## config.mk

```make
export PLATFORM = sky130hd
export DESIGN_NAME = radix_mult
export DESIGN_NICKNAME = d
export VERILOG_FILES = /design/src/rtl/radix_mult.sv
export SDC_FILE = /design/constraint.sdc
export NUM_CORES = 1
export LEC_CHECK = 0
export CAP_MARGIN = 20
export CORE_ASPECT_RATIO = 0.6
export CORE_MARGIN = 2
export CORE_UTILIZATION = 25
export DETAILED_ROUTE_END_ITERATION = 6
export PLACE_DENSITY_LB_ADDON = 0.08
export SYNTH_ARGS = -nofsm -noshare
export SYNTH_HDL_FRONTEND = slang
export SYNTH_SLANG_ARGS = --single-unit
```

## constraint.sdc

```tcl
create_clock -name clock -period 8.4 [get_ports clock]
set_input_delay 1.26 -clock clock [delete_from_list [all_inputs] [get_ports clock]]
set_output_delay 1.26 -clock clock [all_outputs]
set_load 0.005 [all_outputs]
```

## src/rtl/radix_mult.sv

```systemverilog
// radix_mult: iterative shift-and-add multiplier retiring RADIX_BITS multiplier
// bits per RUN cycle, with signed (two's complement) or unsigned operands.
// Signed operands are reduced to magnitudes up front and the sign is
// restored in a single FIX cycle, so the datapath is purely unsigned.
// Optional feature: define RADIX_MULT_EARLY_TERM_EN to leave RUN as soon as
// the remaining multiplier magnitude becomes zero.
module radix_mult #(
  parameter int WIDTH      = 16,
  parameter int RADIX_BITS = 2
) (
  input  logic                 clock,
  input  logic                 reset_n,
  input  logic                 start,
  input  logic                 signed_mode,
  input  logic [WIDTH-1:0]     mcand,
  input  logic [WIDTH-1:0]     mplier,
  output logic [2*WIDTH-1:0]   product,
  output logic                 busy,
  output logic                 done
);

  localparam int N  = WIDTH / RADIX_BITS;
  localparam int CW = $clog2(N + 1);

  localparam logic [1:0] IDLE = 2'd0;
  localparam logic [1:0] RUN  = 2'd1;
  localparam logic [1:0] FIX  = 2'd2;
  localparam logic [1:0] DONE = 2'd3;

  localparam logic [WIDTH-1:0]   ONE_W  = {{(WIDTH-1){1'b0}}, 1'b1};
  localparam logic [2*WIDTH-1:0] ONE_2W = {{(2*WIDTH-1){1'b0}}, 1'b1};

  logic [1:0]           state;
  logic [2*WIDTH-1:0]   acc;
  logic [2*WIDTH-1:0]   mcand_sh;
  logic [WIDTH-1:0]     mplier_rem;
  logic                 res_sign;
  logic [CW-1:0]        run_cnt;

  logic [WIDTH-1:0]     mcand_mag_in;
  logic [WIDTH-1:0]     mplier_mag_in;
  logic [2*WIDTH-1:0]   digit_ext;
  logic [2*WIDTH-1:0]   partial;
  logic [WIDTH-1:0]     mplier_next;
  logic                 last_run;

  assign busy = (state == RUN) || (state == FIX);

  // Operand magnitudes (the most negative value maps to 2^(WIDTH-1), which
  // still fits unsigned in WIDTH bits) and the per-cycle partial product.
  always_comb begin
    mcand_mag_in  = (signed_mode && mcand[WIDTH-1])  ? (~mcand  + ONE_W) : mcand;
    mplier_mag_in = (signed_mode && mplier[WIDTH-1]) ? (~mplier + ONE_W) : mplier;
    digit_ext     = {{(2*WIDTH-RADIX_BITS){1'b0}}, mplier_rem[RADIX_BITS-1:0]};
    partial       = mcand_sh * digit_ext;
    mplier_next   = mplier_rem >> RADIX_BITS;
`ifdef RADIX_MULT_EARLY_TERM_EN
    last_run      = (run_cnt == CW'(N - 1)) || (mplier_next == '0);
`else
    last_run      = (run_cnt == CW'(N - 1));
`endif
  end

  // Control FSM and datapath: accept when idle/done, accumulate in RUN,
  // apply the sign in FIX, then hold the result in DONE.
  always_ff @(posedge clock or negedge reset_n) begin
    if (!reset_n) begin
      state      <= IDLE;
      acc        <= '0;
      mcand_sh   <= '0;
      mplier_rem <= '0;
      res_sign   <= 1'b0;
      run_cnt    <= '0;
      product    <= '0;
      done       <= 1'b0;
    end else begin
      case (state)
        IDLE, DONE: begin
          if (start) begin
            mcand_sh   <= {{WIDTH{1'b0}}, mcand_mag_in};
            mplier_rem <= mplier_mag_in;
            res_sign   <= signed_mode & (mcand[WIDTH-1] ^ mplier[WIDTH-1]);
            acc        <= '0;
            run_cnt    <= '0;
            done       <= 1'b0;
            state      <= RUN;
          end
        end
        RUN: begin
          acc        <= acc + partial;
          mcand_sh   <= mcand_sh << RADIX_BITS;
          mplier_rem <= mplier_next;
          run_cnt    <= run_cnt + CW'(1);
          if (last_run) begin
            state <= FIX;
          end
        end
        FIX: begin
          product <= res_sign ? (~acc + ONE_2W) : acc;
          done    <= 1'b1;
          state   <= DONE;
        end
        default: begin
          state <= IDLE;
        end
      endcase
    end
  end

endmodule

```

==> results.txt, run 1 <==
- Initial standard-cell utilization of the core: 0.252
- Averaged over all synthesized cells, the footprint is 8.71 um^2.
- Wire length of the first global-routing pass: 39100 um
- Distinct cell type count after synthesis: 56
- Endpoints failing setup: 0
* Number of placed I/O pins: 70
- First DRT Iteration DRCs: between 300 and 400
- Of the total synthesized cell area, the portion taken by full adders, half adders and majority gates is 0.130.
- Cells on worst reg2reg path: 15
* Switching Share: 0.444
- The routed layout has between 6000 and 7000 vias.
- Measured against the total synthesized area, the mux share comes to 0.0244.
- The total count of max-transition violations in the final report was 0.
- P_sw: 1.63 mW
- The endpoint identified for the worst register-to-register timing path is acc[31].
* Core area: roughly 34000 um^2
* Critical path data arrival time: between 4000 and 5000 ps
- The floorplan step defined a die boundary enclosing 35300 um^2.
- The final hold violation count is 0.
* Post-CTS setup repair buffer count: 0
- Pin count of the biggest net entering global routing: 61
- Summing all placed instances gives a cell area of 9640 um^2.
- By area, the combinational part of the netlist is dominated by compound AO/OA/AOI/OAI gates.
* CTS buffer count: 17
- The setup path with the least slack is of type reg2reg.
- Final estimated routing congestion in global placement: between 0.8 and 0.9
- Post-layout min period: 4530 ps
- Beginning of the critical path: mplier_rem[1]
* Drt total wl: 23900 um
* Main flop type after synthesis: dfrtp_1
* Clk pin slew, worst setup/hold paths: approximately 60 ps
* Hold Crit Class: reg2reg
- At the worst endpoint, the required time is 8740 ps.
* Vias per cell: ~4.6
- Cell Pwr Density: ~360 nW/um^2
- The worst register-to-register path has a setup slack of about 3900 ps.
- VDD sags by at most approximately 0.17 mV.
* Number of standard-cell rows in the floorplan: 52
* Cell internal pwr: between 2 and 2.5 mW
- In this run, synthesis produced a sequential element count of 120.
- The worst pin sits at a relative slew slack of 0.371.
- In this run the most critical hold path is launched from mplier_rem[2].
- Final Net Count: 1130
- In this run the static leakage power is 4.50 nW.
- Number of placed instances with taps included: 1464
- Cell at the root of the clock tree: clkbuf_16
- The share of total power dissipated in sequential elements is 0.259.
- The H-tree was split into 4 levels.
- After synthesis, the share of flip-flops with an asynchronous set or reset is 1.00.
- No sink is reached through more buffers than the 2 on the longest clock path.
* Clock Latency Late Sink: roughly 440 ps
* ANT cells: 0
- Dividing the final minimum period by the clock period gives 0.539.
* Synth Area in Compound Gates: 0.204
- Initial antenna violation count: 0
* Total of max-cap violations: 0
* Layout filler cell count: ~3600
- Summed over all layers, the global routing overflow is 0.
- RSZ-0062 raised after global routing: no
- The worst hold path terminates at mplier_rem[2].
- Share of synthesized cell area in and, or, nand and nor gates: 0.132
* Number of global-route vias before repair: about 7000
- The worst setup path is captured at a register.
- Derived from the worst setup path, the maximum achievable clock frequency is 221 MHz.
* Hold-critical path depth: 2
- Crit Reg-Reg Startpoint: mplier_rem[1]
- In this run the worst path has a maximum fanout of 32.
- Synth Net Count: between 1000 and 1500
* Die H: between 100 and 150 um
* Final-layout worst hold slack: roughly 480 ps
* Clock group share of total power: 0.193
- Summed over all failing endpoints, the final setup total negative slack is 0 ps.
* Run status: finished clean
* Startpoint type of the worst setup path: register
* Ratio of cells with drive above 1 in the final layout: 0.0694
- In this run, post-CTS repair resized a total of 0 instances.
- Non-Filler Instances: ~1500
- The pre-antenna-repair detailed-routing pass consisted of 4 iterations.
- Area delta synth->final: 20.7%
- In this run, post-CTS hold repair placed 0 buffers.
* Routed wire length per instance: between 15 and 20 um
- TritonCTS built the clock tree.
- The count of nets left with antenna violations once routing finished came out at 0.
* Number of port buffers: 69
- With fillers left out, the area of the finished cells amounts to ~10000 um^2.
- The Yosys step of the flow raised 0 warnings.
- DRC errors left: 0
- CTS saw 120 sinks.
- The mapped netlist covers between 8000 and 9000 um^2.
* Post-synthesis cell count: between 900 and 1000
- Of the total synthesized cell area, the portion taken by XOR and XNOR cells is 0.0860.
- Final HPWL DP: around 18000 um
* Sequential share of the synthesized area: 0.355
* Chip width: roughly 240 um
- Between clock sinks in the finished design, the worst skew comes to 8.85 ps.
* Number of synthesized flops with an enable pin: 0
- The share of total power dissipated in combinational logic is 0.548.
- Worst slew pin tran: 944 ps
- In the global route stage, overall resource usage came out at 0.143.
flip-flops by register name, indices dropped and copies added (netlist names):
name        cells
state           2
product        32
res_sign        1
run_cnt         4
acc            32
mplier_rem     16
done            1
mcand_sh       32
synth_stat cells (all sizes together) (3+ instances only):
cell type	n	area, um^2
inv	108	413
nor3	10	50.1
clkbuf	41	154
nand2b	4	25.0
mux2	13	146
buf	3	11.3
xor2	28	245
o31ai	12	105
nor4	3	18.8
nand3	12	60.1
a211oi	5	37.5
nand4	11	105
nor2b	3	18.8
and2	7	43.8
o41ai	9	86.3
a22o	17	149
o22ai	29	181
xnor2	55	482
mux2i	6	60.1
nand2	128	480
a21oi	87	435
a22oi	12	90.1
ha	38	475
nor2	54	203
or3	9	61.3
a21o	9	67.6
a31oi	10	62.6
fa	31	621
o21bai	5	37.5
o21ai	72	360
dfrtp	120	3000
or2	3	21.3
cell type report:
| cell class | instances | area (um^2) | area share |
|---|---|---|---|
| flip-flops and latches | 120 | 3000 | 0.295 |
| clock inverters | 8 | 72.6 | 0.00712 |
| well taps | 459 | 574 | 0.0563 |
| clock buffers | 23 | 478 | 0.0469 |
| multi-input cells | 698 | 4880 | 0.479 |
| inverters | 108 | 413 | 0.0405 |
| repair buffers | 80 | 771 | 0.0756 |
logic make-up after synthesis:
| family | after synthesis |
|---|---|
| AO/OA/AOI/OAI | 280 |
| XOR/XNOR | 83 |
| adder cells (fa/ha/maj) | 69 |
| buffers and inverters | 152 |
| flip-flops | 120 |
| multiplexers | 19 |
| AND/OR/NAND/NOR | 247 |
routing by layer:
| layer | track usage | up-vias | part of all wire |
|---|---|---|---|
| met1 | 0.218 | 3347 | 0.54 |
| met4 | 0.0352 | 0 | 0.012 |
| met5 | 0 | - | 0 |
| li1 | - | 3455 | - |
| met2 | 0.201 | 76 | 0.42 |
| met3 | 0.0342 | 16 | 0.029 |
worst max-delay path by stage:
| stage | to | slack [ps] | cells past startpoint |
|---|---|---|---|
| finish | acc[31] | 3870 | 15 |
| detailed placement | acc[31] | 3820 | 15 |
| CTS | acc[31] | 3810 | 15 |
| global placement | acc[31] | 3850 | 15 |
| floorplan | acc[29] | 4530 | 16 |
| global route | acc[31] | 3410 | 15 |
per-stage QoR:
stage          power [mW]  utilization  worst slack [ps]
6_report             3.67        0.304              3870
5_1_grt              4.01        0.304              3410
4_1_cts              3.74        0.304              3810
3_5_place_dp         3.01        0.288              3820
3_3_place_gp         3.00        0.288              3850
2_1_floorplan        2.33            -              4530
critical path, cell delays in order (launching register included):
cell	delay, ps
dfrtp_1	320
buf_4	310
nand2_1	140
fa_1	510
inv_1	40
ha_1	230
fa_1	430
a211oi_1	340
o21ai_1	190
a221oi_1	600
o21ai_1	290
a21boi_1	380
o41ai_1	160
a21oi_1	200
xor2_1	90
o31ai_1	200
power groups by stage:
| stage | combinational (mW) | sequential, mW | clock [mW] |
|---|---|---|---|
| final | 2.01 | 0.951 | 0.708 |
| after global routing | 2.27 | 0.985 | 0.755 |
| after CTS | 2.05 | 0.957 | 0.730 |
| after detailed placement | 2.05 | 0.965 | 0 |
| after global placement | 2.04 | 0.964 | 0 |
| after floorplan | 1.40 | 0.934 | 0 |
placed cells by master (no fill, tap or decap), types with 6 or more instances in the layout:
master           instances
xor2_1                  28
nand2_1                128
or3_1                    8
nand3_1                 12
ha_1                    37
mux2_2                  13
a22oi_1                 12
dfrtp_1                120
clkdlybuf4s50_1         68
and2_1                   7
clkbuf_16               17
mux2i_1                  6
fa_1                    31
a21oi_1                 87
o21ai_1                  8
inv_1                  104
o31ai_1                  9
o41ai_1                  8
a31oi_1                 10
o21ai_0                 63
xnor2_1                 55
nor3_1                  10
a21o_1                   9
buf_4                   11
a22o_1                  17
nor2_1                  54
nand4_1                  8
o22ai_1                 29
Power figures use the tool's default switching activity.
==> run 2: changes to the inputs <==
clock period = 4.25 ns   (was 8.4 ns; I/O delays follow)
==> run 2 against run 1 <==
Via count rose by 1.6%; maximum frequency rose by 15%; global-route usage barely moved; cell count rose by 0.74%; setup slack got worse by 3600 ps; core utilization rose by 0.46 points; worst hold slack got worse by 280 ps; combinational power rose by 100%; non-clock buffer count rose by 10; critical path depth fell by 1; final area rose by 1.5%; wire length rose by 1.3%; highest routed layer unchanged.
==> results.txt, run 2 (synthesized netlist as in run 1, its figures left out) <==
* Run status: finished clean (unchanged)
- Global route total overflow: 0 (unchanged)
- Maximum clock path buffer count: 2 (unchanged)
- Post-layout min period: 3940 ps (was 4530 ps)
- P_sw: 3.27 mW (was 1.63 mW)
- The measured slew at the worst slew-check pin is 1050 ps (was 944 ps).
* Layout filler cell count: 3589 (was 3601)
- Area delta synth->final: 22.5% (was 20.7%)
* Clk pin slew, worst setup/hold paths: 60 ps (about the same)
- The initial antenna violation count came to 0 (unchanged).
* Worst-case setup margin in the final layout: 312 ps (was 3870 ps)
* Endpoint kind of the worst setup timing path: register (unchanged)
- The total count of max-transition violations in the final report is 0 (unchanged).
- Setup_tns: 0 ps (unchanged)
- Largest registers: acc (32), mcand_sh (32), product (32) (unchanged).
* Most common cell type on the critical path: a21oi_1
- The y dimension of the die was 146 um (unchanged).
- Final Net Count: 1140 (was 1130)
* Cell internal pwr: 4.19 mW (was 2.04 mW)
- Final number of hold-violating endpoints: 0 (unchanged)
- The class of the most critical setup path is reg2reg (unchanged).
* Most common library cell in the layout ignoring fill and taps: nand2_1 (unchanged)
- The wire length of the first global-routing pass is 38900 um (was 39100 um).
- Total clock sinks: 120 (unchanged)
- The clock network power share was 0.200 (was 0.193).
- Switching Share: 0.439 (was 0.444)
- Final estimated routing congestion in global placement: 0.778 (was 0.813)
* Worst Path Buf+Inv: 2 (unchanged)
* Wire length the detailed router placed on met1: 13200 um (was 13000 um)
- H-Tree Level Count: 4 (unchanged)
- Clock skew: 11.1 ps (was 8.85 ps)
* Gate power share: 0.542 (was 0.548)
- The clock buffer count from CTS came to 17 (unchanged).
* Number of port buffers: 69 (unchanged)
- The detailed-route vias per instance is 4.65 (was 4.61).
- Detailed-routed wire length on met2: 10100 um (was 9960 um)
* Critical path data arrival time: 4240 ps (was 4870 ps)
- Routed length on met3: 681 um (was 685 um)
- The detailed-routing iteration count for the pre-antenna-repair pass was 5 (was 4).
* Combined global-route utilization of all metal layers: 0.144 (was 0.143)
* Drt total wl: 24200 um (was 23900 um)
- Hold Crit Class: in2async (was reg2reg)
* Post-placement worst setup slack: 137 ps (was 3820 ps)
- Top sig layer: met4 (unchanged)
- Footprint of the flip-flops and latches: 3000 um^2 (about the same)
* Number of placed I/O pins: 70 (unchanged)
* Number of standard-cell rows in the floorplan: 52 (unchanged)
- The latest clock arrival within the worst-skew pair was 440 ps (about the same).
- Data required time at the worst endpoint: 4550 ps (was 8740 ps)
* Cell breakdown of the critical path: buf_4 > nand2_1 > fa_1 > inv_1 > ha_1 > a2111oi_0 > o21ai_1 > a32oi_1 > o31ai_1 > a31oi_1 > a21oi_1 > a21oi_1 > xor2_1 > o22ai_1 (was buf_4 > nand2_1 > fa_1 > inv_1 > ha_1 > fa_1 > a211oi_1 > o21ai_1 > a221oi_1 > o21ai_1 > a21boi_1 > o41ai_1 > a21oi_1 > xor2_1 > o31ai_1)
- The maximum achievable frequency was 254 MHz (was 221 MHz).
- The number of setup violations in the final report was 0 (unchanged).
* ANT cells: 0 (unchanged)
* Sequential Power Share: 0.258 (was 0.259)
* Final design utilization: 0.309 (was 0.304)
* Part of the cycle the worst path needs: 0.927 (was 0.539)
* Worst Path Max Fanout: 7 (was 32)
- Most frequent cells in the layout: nand2_1, dfrtp_1, inv_1 (unchanged)
* Number of nets with antenna violations after detailed routing: 0 (unchanged)
- Leak pwr: 4.58 nW (was 4.50 nW)
- Slowest stage cell on the critical path: fa_1 (was a221oi_1)
* Ratio of cells with drive above 1 in the final layout: 0.0830 (was 0.0694)
* Chip width: 241 um (unchanged)
- The nature of the critical path startpoint is a register (unchanged).
- The worst IR drop on VDD is 0.351 mV (was 0.174 mV).
- RSZ-0062 raised after global routing: no (unchanged).
- Routed wire length per instance: 16.1 um (was 16.0 um)
- Multi-input gate area: 4910 um^2 (was 4880 um^2)
- DRC errors left: 0 (unchanged)
- Post-cts hold buffer count: 0 (unchanged)
* Largest incremental delay on the critical path: 510 ps (was 600 ps)
- The worst slew margin relative to its limit came to 0.295 (was 0.371).
- The effective utilization at floorplan is 0.252 (unchanged).
- The largest net degree at the start of global routing is 57 (was 61).
* Category of cells accounting for the largest share of critical-path delay: compound AO/OA/AOI/OAI gates (unchanged)
- Number of global-route vias before repair: 6804 (was 6958)
- Routed vias: 7001 (was 6894)
- First DRT Iteration DRCs: 429 (was 359)
- The floorplan die area was 35300 um^2 (unchanged).
- Total of max-cap violations: 0 (unchanged)
- Cell at the root of the clock tree: clkbuf_16 (unchanged)
* Cell Pwr Density: 722 nW/um^2 (was 360 nW/um^2)
* Clock tree from TritonCTS: yes (unchanged)
- Core area: 33500 um^2 (unchanged)
* Final HPWL DP: 18600 um (was 18000 um)
run 2: changes by cell type in the layout (fill, tap and decap cells not counted), sizes merged:
cell / before / now
buf: 11 / 22
clkinvlp: 3 / 1
clkbuf: 24 / 23
clkinv: 4 / 5
bufinv: 1 / 3
run 2: what timing repair did:
item	CTS	global route
setup buffers	0	1
setup endpoints to repair	0	4
resized for setup	0	6
run 2: power groups by stage:
stage          Combinational [mW]  Clock [mW]  Sequential (mW)
2_1_floorplan                2.76           0             1.85
3_3_place_gp                 4.08           0             1.95
3_5_place_dp                 4.08           0             1.95
4_1_cts                      4.10        1.54             1.94
5_1_grt                      4.55        1.60             1.99
6_report                     4.05        1.49             1.93
run 2: layout make-up:
type / instances / area share
multi-input combinational: 698 / 0.474
sequential: 120 / 0.290
timing repair buffer: 90 / 0.0830
tap: 459 / 0.0555
clock buffer: 23 / 0.0452
inverter: 108 / 0.0399
clock inverter: 9 / 0.0119
run 2: worst paths after layout:
check | from | endpoint | slack, ps | cells after the start
max in group asynchronous | reset_n | mplier_rem[0] | 3220 | 2
min in group clock | mplier_rem[9] | mplier_rem[9] | 480 | 2
hold / removal | reset_n | product[25] | 200 | 1
hold reg to reg | mplier_rem[9] | mplier_rem[9] | 480 | 2
setup reg to reg | mplier_rem[1] | acc[28] | 310 | 14
setup / recovery | mplier_rem[1] | acc[28] | 310 | 14
run 2: routing by layer:
layer	up-vias	global-route usage
li1	3472	-
met1	3422	0.223
met2	90	0.197
met3	17	0.0278
met4	0	0.0426
met5	-	0
run 2: metrics by stage:
stage | std cells | total power, mW | hold slack (ps) | cell area [um^2]
finish | 1507 | 7.47 | 198 | 10300
global route | 1507 | 8.14 | 226 | 10300
CTS | 1506 | 7.58 | 200 | 10300
detailed placement | 1474 | 6.04 | 470 | 9720
global placement | 1474 | 6.03 | 464 | 9720
floorplan | 970 | 4.61 | 342 | 8450
